**src/rtl/fetch_pkg.sv**
```systemverilog
// Shared types and constants for the instruction-fetch stage.
package fetch_pkg;

  // addi x0, x0, 0 -- presented to ID whenever no fetched word is available.
  localparam logic [31:0] NOP_INSTR = 32'h0000_0013;

  typedef enum logic {
    FETCH,
    FLUSH
  } fetch_state_e;

  // One buffered instruction together with the address it was fetched from.
  typedef struct packed {
    logic [31:0] pc;
    logic [31:0] instr;
  } fetch_entry_t;

endpackage

```
**src/rtl/fetch_fifo.sv**
```systemverilog
// Small synchronous FIFO with clear. The head is read straight out of the
// storage registers, so it never depends combinationally on the push data.
module fetch_fifo #(
  parameter int  DEPTH = 4,
  parameter type T     = logic [31:0]
) (
  input  logic                   clk,
  input  logic                   rst,
  input  logic                   push,
  input  T                       pushData,
  input  logic                   pop,
  input  logic                   clear,
  output logic [$clog2(DEPTH):0] count,
  output T                       head
);

  localparam int AW = $clog2(DEPTH);
  localparam int CW = AW + 1;

  T              mem [DEPTH];
  logic [AW-1:0] wrPtr;
  logic [AW-1:0] rdPtr;

  // Storage write; entries beyond count are never observed.
  // NOTE: the storage array has no reset -- validity is tracked by count alone,
  // and leaving it unreset lets it map onto plain registers or RAM.
  always_ff @(posedge clk) begin
    if (push) mem[wrPtr] <= pushData;
  end

  // Pointer and occupancy bookkeeping; clear empties the queue in one cycle.
  // NOTE: sequential state uses <= only, so every register here samples the
  // pre-edge values of its neighbours regardless of statement order.
  always_ff @(posedge clk) begin
    if (rst || clear) begin
      wrPtr <= '0;
      rdPtr <= '0;
      count <= '0;
    end else begin
      if (push) wrPtr <= wrPtr + AW'(1);
      if (pop)  rdPtr <= rdPtr + AW'(1);
      count <= count + CW'(push) - CW'(pop);
    end
  end

  assign head = mem[rdPtr];

endmodule

```
**src/rtl/fetch_stage.sv**
```systemverilog
// Instruction-fetch stage: owns the PC, issues credit-limited in-order
// requests to instruction memory, buffers returned words and drops
// responses that belong to the path abandoned by a redirect.
module fetch_stage
  import fetch_pkg::*;
#(
  parameter logic [31:0] RESET_PC = 32'h0000_0000,
  parameter int          DEPTH    = 4
) (
  input  logic        clk,
  input  logic        rst,
  output logic        imem_req,
  output logic [31:0] imem_addr,
  input  logic        imem_gnt,
  input  logic        imem_rvalid,
  input  logic [31:0] imem_rdata,
  input  logic        redirect_valid,
  input  logic [31:0] redirect_pc,
  input  logic        id_stall,
  output logic        if_valid,
  output logic [31:0] if_pc,
  output logic [31:0] if_instr
);

  localparam int          CW       = $clog2(DEPTH) + 1;
  localparam logic [31:0] START_PC = RESET_PC & ~32'h3;

  fetch_state_e  stateQ;
  logic [31:0]   pcQ;
  logic [CW-1:0] inflightQ;
  logic [CW-1:0] discardQ;
  logic [CW-1:0] inflightNext;
  logic [CW-1:0] discardNext;
  logic [CW-1:0] instrCount;
  logic [CW-1:0] tagCount;
  logic [CW+1:0] creditUse;
  logic [31:0]   tagHead;
  logic          granted;
  logic          respPush;
  logic          popHead;
  fetch_entry_t  respEntry;
  fetch_entry_t  headEntry;

  // Every buffered word, live request and doomed request holds a credit;
  // only registered counts feed the issue decision.
  assign creditUse = (CW+2)'(instrCount) + (CW+2)'(inflightQ) + (CW+2)'(discardQ);
  assign imem_req  = !rst && (stateQ == FETCH) && (creditUse < (CW+2)'(DEPTH));
  assign imem_addr = pcQ;
  assign granted   = imem_req && imem_gnt;

  // Responses are kept only when nothing is pending discard and no redirect
  // is flushing the queues this cycle.
  assign respPush  = imem_rvalid && (discardQ == '0) && !redirect_valid;
  assign popHead   = if_valid && !id_stall && !redirect_valid;
  assign respEntry = '{pc: tagHead, instr: imem_rdata};

  // Address tags of live requests, consumed in order as responses are kept.
  fetch_fifo #(.DEPTH(DEPTH), .T(logic [31:0])) tagQueue (
    .clk      (clk),
    .rst      (rst),
    .push     (granted && !redirect_valid),
    .pushData (pcQ),
    .pop      (respPush),
    .clear    (redirect_valid),
    .count    (tagCount),
    .head     (tagHead)
  );

  // Returned instructions waiting for ID.
  fetch_fifo #(.DEPTH(DEPTH), .T(fetch_entry_t)) instrQueue (
    .clk      (clk),
    .rst      (rst),
    .push     (respPush),
    .pushData (respEntry),
    .pop      (popHead),
    .clear    (redirect_valid),
    .count    (instrCount),
    .head     (headEntry)
  );

  assign if_valid = (instrCount != '0);
  assign if_pc    = if_valid ? headEntry.pc    : 32'h0;
  assign if_instr = if_valid ? headEntry.instr : NOP_INSTR;

  // Next outstanding-request counts; a redirect turns all live requests,
  // including one granted this cycle, into discards.
  // NOTE: both outputs get a default first so no path leaves them unassigned
  // and no latch is inferred.
  always_comb begin
    inflightNext = inflightQ;
    discardNext  = discardQ;
    if (redirect_valid) begin
      inflightNext = '0;
      discardNext  = discardQ + inflightQ + CW'(granted) - CW'(imem_rvalid);
    end else begin
      if (granted) inflightNext = inflightNext + CW'(1);
      if (imem_rvalid) begin
        if (discardQ != '0) discardNext  = discardQ - CW'(1);
        else                inflightNext = inflightNext - CW'(1);
      end
    end
  end

  // PC, counters and FETCH/FLUSH control.
  always_ff @(posedge clk) begin
    if (rst) begin
      stateQ    <= FETCH;
      pcQ       <= START_PC;
      inflightQ <= '0;
      discardQ  <= '0;
    end else begin
      inflightQ <= inflightNext;
      discardQ  <= discardNext;
      if (redirect_valid)  pcQ <= redirect_pc & ~32'h3;
      else if (granted)    pcQ <= pcQ + 32'd4;
      if (redirect_valid)  stateQ <= (discardNext != '0) ? FLUSH : FETCH;
      else if (stateQ == FLUSH && discardNext == '0) stateQ <= FETCH;
    end
  end

  // A response with nothing outstanding breaks the memory protocol.
  assert property (@(posedge clk) disable iff (rst)
    imem_rvalid |-> (inflightQ != '0 || discardQ != '0));

  // The tag queue must track exactly the live requests.
  assert property (@(posedge clk) disable iff (rst) tagCount == inflightQ);

endmodule

```
**config.mk**
```make
export PLATFORM = sky130hd
export DESIGN_NAME = fetch_stage
export DESIGN_NICKNAME = d
export VERILOG_FILES = /design/src/rtl/fetch_pkg.sv /design/src/rtl/fetch_fifo.sv /design/src/rtl/fetch_stage.sv
export SDC_FILE = /design/constraint.sdc
export NUM_CORES = 1
export LEC_CHECK = 0
export ABC_AREA = 1
export CORE_MARGIN = 1.5
export CORE_UTILIZATION = 40
export CTS_BUF_LIST = sky130_fd_sc_hd__clkbuf_8
export CTS_CLUSTER_DIAMETER = 60
export CTS_CLUSTER_SIZE = 30
export DETAILED_ROUTE_END_ITERATION = 7
export DONT_BUFFER_PORTS = 1
export GPL_ROUTABILITY_DRIVEN = 0
export GPL_TIMING_DRIVEN = 0
export SETUP_SLACK_MARGIN = 0.02
export SLEW_MARGIN = 20
export SYNTH_ARGS = -nofsm -noshare
export SYNTH_HDL_FRONTEND = slang
export SYNTH_HIERARCHICAL = 1
export SYNTH_SLANG_ARGS = --single-unit
```
**constraint.sdc**
```tcl
create_clock -name clk -period 3.3 [get_ports clk]
set_input_delay 0.66 -clock clk [delete_from_list [all_inputs] [get_ports clk]]
set_output_delay 0.66 -clock clk [all_outputs]
set_load 0.01 [all_outputs]
```
Word-level counts from Yosys, hierarchy flattened
Memory sizes are Yosys's and may differ from the RTL's. A register that Yosys moved wholly into a read port is not among the register bits. Cells that the tools add are included.

Bitwise gates (word level): 1. Reductions and logical operators: 21. Add/subtract/negate cells: 15. Mux-type cells: 22. Magnitude comparators: 1.

Operators by type and width (count): $mux 32 (4); $add 32x3->32 const B (1); $mux 3 (7); $logic_and 1x1->1 (9); $reduce_bool 3->1 (3); $add 2x1->2 const B (4); $mux 2 (4); $mux 1 (7); $add 3x1->3 (2); $logic_not 3->1 (2); $sub 3x1->3 (2); $sub 3x1->3 const B (2); $add 4x3->5 (1); $lt 5x3->1 const B (1); $add 3x3->4 (1); $reduce_bool 2->1 (2); $add 3x1->3 const B (1); $add 3x3->3 (1); $logic_not 1->1 (3); $reduce_or 2->1 (1); $logic_or 1x1->1 (1); $not 1->1 (1).

Memories: 2. Word-level logic and storage cells: 72. RAM bits: 384. Bits in registers: 50. Output and inout bits: 98.

Memories: instrQueue.mem (depth 4, width 64, read ports 1, clocked after Yosys merged registers in 1, write ports 1, RTL line fetch_fifo.sv:20) `T mem [DEPTH];`; tagQueue.mem (depth 4, width 32, read ports 1, clocked after Yosys merged registers in 1, write ports 1, RTL line fetch_fifo.sv:20).

Logic depth before layout (Yosys ltp)
Depth in word-level cells: 12. Gate-level depth with buffers: 19. Gate-level depth less buffers: 18.

Modules after synthesis
The synthesis kept the hierarchy.

Modules (own cells, without submodules): fetch_fifo at instrQueue (cells an instance 741, times used 1, area each 10019.6 µm²); fetch_fifo at tagQueue (cells an instance 400, times used 1, area each 5253.8 µm²); fetch_stage (cells an instance 660, times used 1, area each 3594.7 µm²).

Least setup slack after synthesis
Ideal clock, no wire load.

Kind: reg-to-reg. Start point: register inflightQ[2]. End point: register stateQ. Slack: -0.096 ns. Cell stages (with the launch flop): 19. Data arrival time: 3.272 ns. Data required time: 3.177 ns. Setup time: 0.123 ns. Cells stage by stage: dfxtp_1 inv_1 fa_1 inv_1 fa_1 nor2_1 nand3_2 nor2_4 nand3_4 buf_4 fa_1 inv_1 fa_1 xor2_1 nand2_1 nand3_1 nand2_1 nor2_1 a21oi_1.

Longest elaborated chain between the ends: 11. Elaborated cells on any way between the ends: 15. Classes of those cells: add/sub (5); order compare (1); mux (3); reduce/logical (6).

Ends and longest elaborated chain: start, declared (RTL line fetch_stage.sv:30) `logic [CW-1:0] inflightQ;`; start signal, assigned (RTL line fetch_stage.sv:112) `inflightQ <= inflightNext;`; $add 3x3->4 (RTL line fetch_stage.sv:46) `assign creditUse = (CW+2)'(instrCount) + (CW+2)'(inflightQ) + (CW+2)'(discardQ);`; $add 4x3->5 (RTL line fetch_stage.sv:46); $lt 5x3->1 (RTL line fetch_stage.sv:47) `assign imem_req = !rst && (stateQ == FETCH) && (creditUse < (CW+2)'(DEPTH));`; $logic_and 1x1->1 (RTL line fetch_stage.sv:47); $logic_and 1x1->1 (RTL line fetch_stage.sv:49) `assign granted = imem_req && imem_gnt;`; $add 3x1->3 (*) (RTL line fetch_stage.sv:94) `discardNext = discardQ + inflightQ + CW'(granted) - CW'(imem_rvalid);`; $sub 3x1->3 (*) (RTL line fetch_stage.sv:94); $mux 3 (*) (RTL line fetch_stage.sv:92) `if (redirect_valid) begin`; $reduce_bool 3->1 / $logic_not 3->1 (equally long branches) (RTL line fetch_stage.sv:116, fetch_stage.sv:117); $mux 1 / $logic_and 1x1->1 (equally long branches) (RTL line fetch_stage.sv:116, fetch_stage.sv:117); $mux 1 / $reduce_bool 2->1 (equally long branches); end signal, assigned (RTL line fetch_stage.sv:116) `if (redirect_valid) stateQ <= (discardNext != '0) ? FLUSH : FETCH;`; end, declared (RTL line fetch_stage.sv:28) `fetch_state_e stateQ;`.

Every way passes the cells marked *; elsewhere a longest branch is shown, timed or not. A chain may end at the register's enable or synchronous reset.

Final worst setup path
Start point: register instrQueue.count[1]. End point: output imem_req.

Longest elaborated chain between the ends: 4.

Ends and longest elaborated chain: start, declared (RTL line fetch_fifo.sv:13) `output logic [$clog2(DEPTH):0] count,`; start signal, assigned (RTL line fetch_fifo.sv:42) `count <= count + CW'(push) - CW'(pop);`; $add 3x3->4 (RTL line fetch_stage.sv:46); $add 4x3->5 (RTL line fetch_stage.sv:46); $lt 5x3->1 (RTL line fetch_stage.sv:47); $logic_and 1x1->1 (RTL line fetch_stage.sv:47); end, declared (RTL line fetch_stage.sv:12) `output logic imem_req,`.

Every way passes these cells.

==> impl_results.md <==
* Vias at 12519
* # rows at 79
* CP arrival at 2.81 ns
* Most frequent cells in the layout: nor2_1 (415), edfxtp_1 (384), nand2_1 (222)
* Syn Area/Cell at 10.5 µm²
* Hold Fails Final Rpt at 0
* Failing checks: setup timing
* Hold WC Path Type: in2reg
* Syn-to-layout area delta at 12.2%
* Final instance area at 0.0210 mm²
* Chip width at 219 µm
* Worst Max-Slew Pin Slew at 0.758 ns
* Largest net degree at the start of global routing at 45
* Worst-case clock buffer depth at 3
* Mapped Cells at 1779
* R2r setup slk at -0.10 ns
* End of the worst hold path: instrQueue/mem[3][11]$_DFFE_PP_
* Clk sinks at 436
* Reg2reg start: instrQueue/count[1]$_SDFF_PP0_
* Vias in the first global route at 12075
* CP Class: reg2out
* Commonest non-fill, non-tap cell in the layout: nor2_1
* Gr usage total at 18.9%
* Met2 WL at 22.6 mm
* Core area at 0.0464 mm²
* Max cap viols at 0
* R2R depth at 19
* Post-DP HPWL at 30.3 mm
* Slew Limit Fails at 0
* H-tree levels at 1
* Final WS setup at -0.168 ns
* CP Capture Type: output port
* Final std cells w/o fill at 2492
* Vias per cell at 5.02
* I/O Buffers at 0
* Fin nets at 1957
* Die Y at 219 µm
* Worst-path clk slew at 0.13 ns
* Final period utilization at 105%
* Pwr/cell area at 507 mW/mm²
* Critical Path Start Type: flip-flop
* Initial cell density of the core at 40.3%
* Outcome: finished with violations
* Clk root buf: clkbuf_8
* Setup Skew at 0.0299 ns
* Clk Latency, worst-skew pair at 0.66 ns
* Initial antenna violation count at 0
* Antenna Cells at 0
* Share of layout cells above drive strength 1 at 10.9%
* Die area at 0.0481 mm²
* Uppermost layer routed: met4
* Dpl cells at 2399
* Routed wl met3 at 3.04 mm
* First-pass DRT Iterations at 7
* Hold Crit Depth at 0
* CTS tree: yes
* Min-delay src: imem_rdata[11]
* Final ANT Viol Nets at 0
* Post-DP Area at 0.0196 mm²
* Req. time, crit path at 2.64 ns
* Inserted Clock Buffers at 31
* Leak at 7.60 nW
* WL met1 at 19.3 mm
* Max Clock Freq at 0.288 GHz
* 1st-iter DRT viols at 818
* CP Max Fanout at 2
* DR DRC count at 0
* First-pass GRT wire length at 69.1 mm
* DR WL/cell at 18.6 µm
* # IOs at 168
* Reg-to-Reg End: stateQ$_SDFFE_PP0P_
* Period minus WS final at 3.47 ns
* Setup violations, final at 3
* YS warnings at 6
* Max transition margin at 49.1%
* Post-CTS Hold Fix Bufs at 0
* WL final at 46.3 mm
* Synth Cell Area at 0.0187 mm²
* Grt total ovfl at 0
* RSZ-0062 raised after global routing: yes
* Maximum vdd drop at 365 µV
## what timing repair did
item,4_1_cts,5_1_grt
gates resized for setup,23,11
buffers inserted,15,12
pin swaps,11,8
gates cloned,4,5
setup endpoints to repair,180,140
## worst max-delay path by stage
stage                                               from  slack (ns)  depth (start not counted)                               to
after global routing      instrQueue/count[1]$_SDFF_PP0_       -0.34                         19              stateQ$_SDFFE_PP0P_
after CTS                         discardQ[1]$_SDFF_PP0_       -0.21                          9                         imem_req
final                     instrQueue/count[1]$_SDFF_PP0_       -0.17                          9                         imem_req
after floorplan           instrQueue/count[1]$_SDFF_PP0_       -0.04                         19              stateQ$_SDFFE_PP0P_
after detailed placement  instrQueue/count[1]$_SDFF_PP0_       -0.43                         19              stateQ$_SDFFE_PP0P_
after global placement                    redirect_valid       -1.28                          5  instrQueue/mem[0][25]$_DFFE_PP_
## report_power, final
part / internal [W] / total, W / switching [W]
registers: 0.00621 / 0.00637 / 0.000159
clock network: 0.00119 / 0.00316 / 0.00197
logic: 0.000390 / 0.00111 / 0.000718
## critical path: stages (launching register included)
cell and delay, ns:
dfxtp_4 0.39, inv_4 0.04, fa_1 0.50, a21oi_2 0.14
fa_1 0.44, nor2_1 0.14, nand3_2 0.09, nor2_4 0.17
buf_6 0.12, and2_4 0.14
## sequential cells by signal (all words and copies together), names as in the netlist, named ones only
name              count
instrQueue/wrPtr      2
instrQueue/mem      256
instrQueue/rdPtr      2
tagQueue/wrPtr        2
inflightQ             3
tagQueue/rdPtr        2
imem_addr            30
discardQ              3
stateQ                1
instrQueue/count      3
tagQueue/mem        128
## through the flow
| step | worst slack, ns | hold slack, ns | TNS [ns] | total power, W | util (%) |
|---|---|---|---|---|---|
| after CTS | -0.212 | 0.0452 | -0.550 | 0.0107 | 44.6 |
| after global routing | -0.342 | 0.0461 | -2.28 | 0.0111 | 45.3 |
| after floorplan | -0.0368 | 0.467 | -0.0368 | 0.00713 | - |
| final | -0.168 | 0.0894 | -0.275 | 0.0106 | 45.3 |
| after detailed placement | -0.435 | 0.492 | -45.36 | 0.00747 | 42.4 |
| after global placement | -1.28 | 0.482 | -356.14 | 0.00744 | 42.1 |
## area by class of cell
type | count | area, µm²
fillers | 4315 | 25400
flip-flops and latches | 436 | 12600
multi-input cells | 1109 | 5210
well taps | 607 | 759
inverters | 158 | 623
repair buffers | 36 | 584
plain buffers | 85 | 452
clock buffers | 31 | 427
clock inverters | 26 | 323
repair inverters | 4 | 30.0
## metal layers
layer,track usage (%),vias to the layer above
met5,0,-
met4,5.46,0
met3,3.67,75
met2,33.0,347
met1,23.9,5976
li1,-,6121
Note: power is estimated with default switching activity, not from simulation.
